`src/rtl/monitor_arbiter.sv`:
```
// Round-robin arbiter sharing the monitor UART transmitter among N_REQ byte producers.
// Optional MONITOR_ARB_HEADER_EN: each grant sends a header frame (HDR_BASE | grant_id) before the data frame.
module monitor_arbiter #(
   parameter int         N_REQ      = 4,
   parameter int         ID_W       = 2,
   parameter int         DIVIDE_P   = 31,
   parameter int         START_HOLD = 2,
   parameter int         GUARD      = 4,
   parameter logic [7:0] HDR_BASE   = 8'hA0
) (
   input  logic                 clk,
   input  logic                 rst,
   input  logic [N_REQ-1:0]     req_valid,
   input  logic [8*N_REQ-1:0]   req_data,
   output logic [N_REQ-1:0]     req_ready,
   output logic [7:0]           send_monitor_value,
   output logic                 send_monitor_start,
   output logic                 busy,
   output logic [ID_W-1:0]      grant_id
);

   localparam int FRAME_CYCLES = (DIVIDE_P + 1) * 11 + GUARD;
   localparam int TW = $clog2(FRAME_CYCLES + START_HOLD);
   localparam logic [TW-1:0] FRAME_LOAD = TW'(FRAME_CYCLES - 1);
   localparam logic [TW-1:0] HOLD_LOAD  = TW'(START_HOLD - 1);

   // Header ids are OR-ed into HDR_BASE, so its low ID_W bits must be clear.
   if (N_REQ < 1 || N_REQ > 4 || (1 << ID_W) < N_REQ || START_HOLD < 2 ||
       (int'(HDR_BASE) % (1 << ID_W)) != 0) begin : g_cfg_error
      $error("monitor_arbiter: unsupported parameter set");
   end

   typedef enum logic [1:0] {
      S_IDLE,
      S_START,
      S_WAIT
`ifdef MONITOR_ARB_HEADER_EN
      , S_HDR_WAIT
`endif
   } state_t;

   state_t            state, state_nxt;
   logic [TW-1:0]     timer, timer_nxt;
   logic [7:0]        value_nxt;
   logic              start_nxt, busy_nxt;
   logic [ID_W-1:0]   grant_nxt, rr_ptr, rr_ptr_nxt;
   logic              found;
   logic [ID_W-1:0]   winner, idx, winner_inc;
   logic [7:0]        win_data;
   logic [N_REQ-1:0]  win_vec;
`ifdef MONITOR_ARB_HEADER_EN
   logic [7:0]        data_hold, data_hold_nxt;
   logic              hdr_phase, hdr_phase_nxt;
`endif

   // First valid requester scanning upward from rr_ptr with wrap.
   always_comb begin
      found  = 1'b0;
      winner = '0;
      idx    = '0;
      for (int unsigned k = 0; k < N_REQ; k++) begin
         idx = ID_W'((32'(rr_ptr) + k) % 32'(N_REQ));
         if (!found && req_valid[idx]) begin
            found  = 1'b1;
            winner = idx;
         end
      end
   end

   always_comb begin
      win_data = '0;
      win_vec  = '0;
      for (int unsigned k = 0; k < N_REQ; k++) begin
         if (32'(winner) == k) begin
            win_data   = req_data[8*k +: 8];
            win_vec[k] = found;
         end
      end
   end

   assign winner_inc = (32'(winner) == 32'(N_REQ - 1)) ? '0 : winner + ID_W'(1);
   assign req_ready  = (state == S_IDLE && !rst) ? win_vec : '0;

   always_comb begin
      state_nxt  = state;
      timer_nxt  = timer;
      value_nxt  = send_monitor_value;
      start_nxt  = send_monitor_start;
      busy_nxt   = busy;
      grant_nxt  = grant_id;
      rr_ptr_nxt = rr_ptr;
`ifdef MONITOR_ARB_HEADER_EN
      data_hold_nxt = data_hold;
      hdr_phase_nxt = hdr_phase;
`endif
      unique case (state)
         S_IDLE: begin
            if (found) begin
               grant_nxt  = winner;
               rr_ptr_nxt = winner_inc;
               busy_nxt   = 1'b1;
               start_nxt  = 1'b1;
               timer_nxt  = HOLD_LOAD;
               state_nxt  = S_START;
`ifdef MONITOR_ARB_HEADER_EN
               value_nxt     = HDR_BASE | 8'(winner);
               data_hold_nxt = win_data;
               hdr_phase_nxt = 1'b1;
`else
               value_nxt     = win_data;
`endif
            end
         end
         S_START: begin
            if (timer == '0) begin
               start_nxt = 1'b0;
               timer_nxt = FRAME_LOAD;
`ifdef MONITOR_ARB_HEADER_EN
               state_nxt = hdr_phase ? S_HDR_WAIT : S_WAIT;
`else
               state_nxt = S_WAIT;
`endif
            end else begin
               timer_nxt = timer - TW'(1);
            end
         end
         S_WAIT: begin
            if (timer == '0) begin
               busy_nxt  = 1'b0;
               state_nxt = S_IDLE;
            end else begin
               timer_nxt = timer - TW'(1);
            end
         end
`ifdef MONITOR_ARB_HEADER_EN
         S_HDR_WAIT: begin
            if (timer == '0) begin
               hdr_phase_nxt = 1'b0;
               value_nxt     = data_hold;
               start_nxt     = 1'b1;
               timer_nxt     = HOLD_LOAD;
               state_nxt     = S_START;
            end else begin
               timer_nxt = timer - TW'(1);
            end
         end
`endif
         default: state_nxt = S_IDLE;
      endcase
   end

   always_ff @(posedge clk or posedge rst) begin
      if (rst) begin
         state              <= S_IDLE;
         timer              <= '0;
         send_monitor_value <= '0;
         send_monitor_start <= 1'b0;
         busy               <= 1'b0;
         grant_id           <= '0;
         rr_ptr             <= '0;
`ifdef MONITOR_ARB_HEADER_EN
         data_hold          <= '0;
         hdr_phase          <= 1'b0;
`endif
      end else begin
         state              <= state_nxt;
         timer              <= timer_nxt;
         send_monitor_value <= value_nxt;
         send_monitor_start <= start_nxt;
         busy               <= busy_nxt;
         grant_id           <= grant_nxt;
         rr_ptr             <= rr_ptr_nxt;
`ifdef MONITOR_ARB_HEADER_EN
         data_hold          <= data_hold_nxt;
         hdr_phase          <= hdr_phase_nxt;
`endif
      end
   end

endmodule

```
`config.mk`:
```
export PLATFORM = sky130hd
export DESIGN_NAME = monitor_arbiter
export DESIGN_NICKNAME = d
export VERILOG_FILES = /design/src/rtl/monitor_arbiter.sv
export SDC_FILE = /design/constraint.sdc
export NUM_CORES = 1
export LEC_CHECK = 0
export CAP_MARGIN = 20
export CORE_ASPECT_RATIO = 1.25
export CORE_MARGIN = 2
export CORE_UTILIZATION = 46
export CTS_BUF_LIST = sky130_fd_sc_hd__clkbuf_16
export DETAILED_ROUTE_END_ITERATION = 7
export PLACE_DENSITY = 0.82
export SYNTH_ARGS = -nofsm -noshare
export SYNTH_HDL_FRONTEND = slang
export SYNTH_SLANG_ARGS = --single-unit
```
`constraint.sdc`:
```
create_clock -name clk -period 2.67 [get_ports clk]
set_clock_uncertainty 0.1 [all_clocks]
set_input_delay 0.4005 -clock clk [delete_from_list [all_inputs] [get_ports clk]]
set_output_delay 0.4005 -clock clk [all_outputs]
set_load 0.005 [all_outputs]
```
==> results <==
-- stage by stage --
| step | utilization (%) | setup slack, ns | total power, mW | setup TNS, ns |
|---|---|---|---|---|
| 6_report | 70.4 | 0.0662 | 2.55 | 0 |
| 5_1_grt | 70.4 | -0.0300 | 2.78 | -0.0832 |
| 3_3_place_gp | 67.4 | -0.226 | 2.16 | -1.78 |
| 2_1_floorplan | - | 0.364 | 1.63 | 0 |
| 3_5_place_dp | 67.4 | -0.251 | 2.20 | -2.52 |
| 4_1_cts | 69.9 | 0.0943 | 2.53 | 0 |
-- what timing repair did --
item / CTS / global route
hold endpoints to repair: 0 / 0
gates resized for setup: 7 / 1
pin swaps: 1 / 2
buffers inserted: 1 / 2
gates cloned: 0 / 0
endpoints found under the setup margin: 4 / 3
-- final cells by class --
cell class,instances,share of cell area (%)
multi-input cells,143,39.4
repair buffers,72,27.0
flip-flops and latches,25,25.3
inverters,21,3.19
clock buffers,3,3.03
well taps,39,1.97
clock inverters,1,0.152
-- registers in the layout, indices dropped and copies added, names as in the netlist --
signal / flops
send_monitor_value: 8
timer: 9
send_monitor_start: 1
state: 2
busy: 1
grant_id: 2
rr_ptr: 2
-- routing by layer --
metal  routed length (um)  track usage [%]  part of all wire, %
met1                 1950             27.7                   42
met5                    0                0                    0
met2                 2310             38.2                   50
met3                  302             4.10                  6.5
met4                   62             5.43                  1.3
-- where the power goes --
group	switching, mW	internal (mW)	total (mW)
Combinational	0.748	0.795	1.54
Clock	0.117	0.200	0.316
Sequential	0.148	0.540	0.688
Total	1.01	1.53	2.55
-- worst max-delay path, stage by stage --
cell,delay [ns]
dlygate4sd2_1,0.26
inv_1,0.10
o22ai_1,0.10
a211o_1,0.32
inv_2,0.09
ha_1,0.16
and3_1,0.17
clkdlybuf4s50_1,0.50
-- cells by family after synthesis --
group,Yosys count,synth area share (%)
compound gates,74,29.5
fa+ha+maj,10,7.36
buf+inv,29,6.48
flops,25,36.8
mux,1,0.662
simple gates,58,19.2
-- path summary, 6_finish.rpt --
path | startpoint | endpoint | slack (ns) | cells past startpoint
max in group asynchronous | rst | send_monitor_value[2]$_DFFE_PP0P_ | 1.70 | 3
worst max-delay path | req_valid[2] | req_ready[1] | 0.07 | 8
worst min-delay path | grant_id[1]$_DFFE_PP0P_ | grant_id[1]$_DFFE_PP0P_ | 0.40 | 2
worst max register to register | rr_ptr[0]$_DFFE_PP0P_ | send_monitor_value[1]$_DFFE_PP0P_ | 0.26 | 10
min in group asynchronous | rst | timer[4]$_DFFE_PP0P_ | 0.54 | 3
worst min register to register | grant_id[1]$_DFFE_PP0P_ | grant_id[1]$_DFFE_PP0P_ | 0.40 | 2
-- cell usage in the layout (no fill, tap or decap), types with 2 or more instances in the layout --
| cell type | count |
|---|---|
| a21oi_1 | 23 |
| and2_1 | 2 |
| a221oi_1 | 7 |
| a2bb2oi_1 | 2 |
| nand2_1 | 12 |
| dfrtp_1 | 25 |
| a221o_1 | 2 |
| o31ai_1 | 4 |
| inv_1 | 21 |
| or4_1 | 3 |
| o211ai_1 | 3 |
| a22o_1 | 2 |
| nor3_1 | 2 |
| nor4_2 | 2 |
| clkdlybuf4s50_1 | 48 |
| a31oi_1 | 2 |
| a211o_1 | 9 |
| nand2b_1 | 3 |
| nand3_1 | 2 |
| and3_1 | 5 |
| nor2_1 | 16 |
| ha_1 | 10 |
| clkbuf_16 | 3 |
| nor2b_1 | 4 |
| dlygate4sd2_1 | 5 |
| o21ai_0 | 10 |
| buf_4 | 19 |
==> impl_metrics.py <==
metrics = {
    "layout": {
        "multi_input_comb_area_um2": 975,
        "diodes": 0,
        "area_delta_synth_final_pct": 45.5,
        "layout-drive-gt1-share_pct": 11.7,
        "fin_cells": 304,
        "stdcell_area_um2": 2470,
        "num-fill-cells": 287,
        "nets": 314,
        "seqCellArea_um2": 626,
    },
    "route": {
        "antenna_left": 0,
        "dr.pass1.iters": 4,
        "drt_iter0_drc": 86,
        "wl_mm": 4.63,
        "vias": 1731,
        "vias_per_cell": 5.69,
        "wl_per_cell_um": 15.2,
        "drc": 0,
    },
    "synthesis": {
        "synth_edf_count": 0,
        "syn-cell-area_um2": 1700,
        "yosysWarnings": 0,
        "yosys.area.top_type": "dfrtp_1",
        "yosys.cell_count.top_type": "dfrtp_1",
        "synthArstFlopShare_pct": 100,
        "yosysSeqAreaShare_pct": 36.8,
        "syn_avg_cell_area_um2": 8.63,
        "syn_inst": 197,
        "synth_fp_nets": 245,
        "synth_area_leaders": "dfrtp_1 37%, ha_1 7.4%, a21oi_1 7.1%, a211o_1 4.6%, inv_1 4.6%",
        "synth_ff_type": "dfrtp_1",
        "synth_top_area_share_pct": 36.8,
        "yosysUniqueCellTypes": 41,
        "ys_seq_elements": 25,
        "synthTopCellsByCount": "25 x dfrtp_1, 24 x a21oi_1, 21 x inv_1",
    },
    "placed_design": {
        "dp.cells": 297,
        "dp_hpwl_mm": 3.56,
        "io_buffers": 53,
        "gp_congestion": 0.862,
        "placedInstanceArea_um2": 2370,
    },
    "global_routing": {
        "grt_first_pass_wirelength_mm": 7.33,
        "grt_max_degree": 26,
        "grt_use_total_pct": 21.9,
        "grt_overflow": 0,
        "antenna_found_initial": 0,
        "grt_pass1_vias": 1587,
    },
    "floorplan": {
        "die-area_um2": 4200,
        "initial_utilization_pct": 48.4,
        "die_h_um": 72.0,
        "placement_rows": 24,
        "ios": 54,
        "die_x_um": 58.4,
        "core_um2": 3510,
    },
    "setup_path": {
        "cp.required_ns": 2.17,
        "critical_path_class": "input port to output port",
        "worstPathArrival_ns": 2.10,
        "critPathMaxFanout": 3,
        "start_kind": "input port",
        "crit_path_end_kind": "output port",
    },
    "sta": {
        "min_period_over_period_pct": 97.5,
        "drv_slew": 0,
        "period_minus_slack_ns": 2.60,
        "clock.fmax_ghz": 0.384,
        "fin_hold_ws_ns": 0.397,
        "slew_headroom_pct": 59.2,
        "finalHoldViolCount": 0,
        "setup_viol": 0,
        "worst_slew_pin_slew_ns": 0.612,
    },
    "clock_tree": {
        "clock_path_buffers": 2,
        "clk_latency_ns": 0.25,
        "cts_buffers": 3,
        "clk_pin_slew_ns": 0.06,
        "tritoncts": "built",
        "htree_levels": 1,
        "numClockSinks": 25,
        "cts_root_buf": "clkbuf_16",
        "holdBufCountCts": 0,
    },
    "pwr": {
        "leakage_nw": 1.14,
        "power.density_nw_per_um2": 1030,
        "vdd_drop_max_uv": 665,
    },
    "run": {
        "max_cap_violations": 0,
    },
    "worst_hold_path": {
        "worstHoldPathType": "register to register",
    },
    "outcome": {
        "status": "complete, no violations",
    },
}
Power figures use the tool's default switching activity.
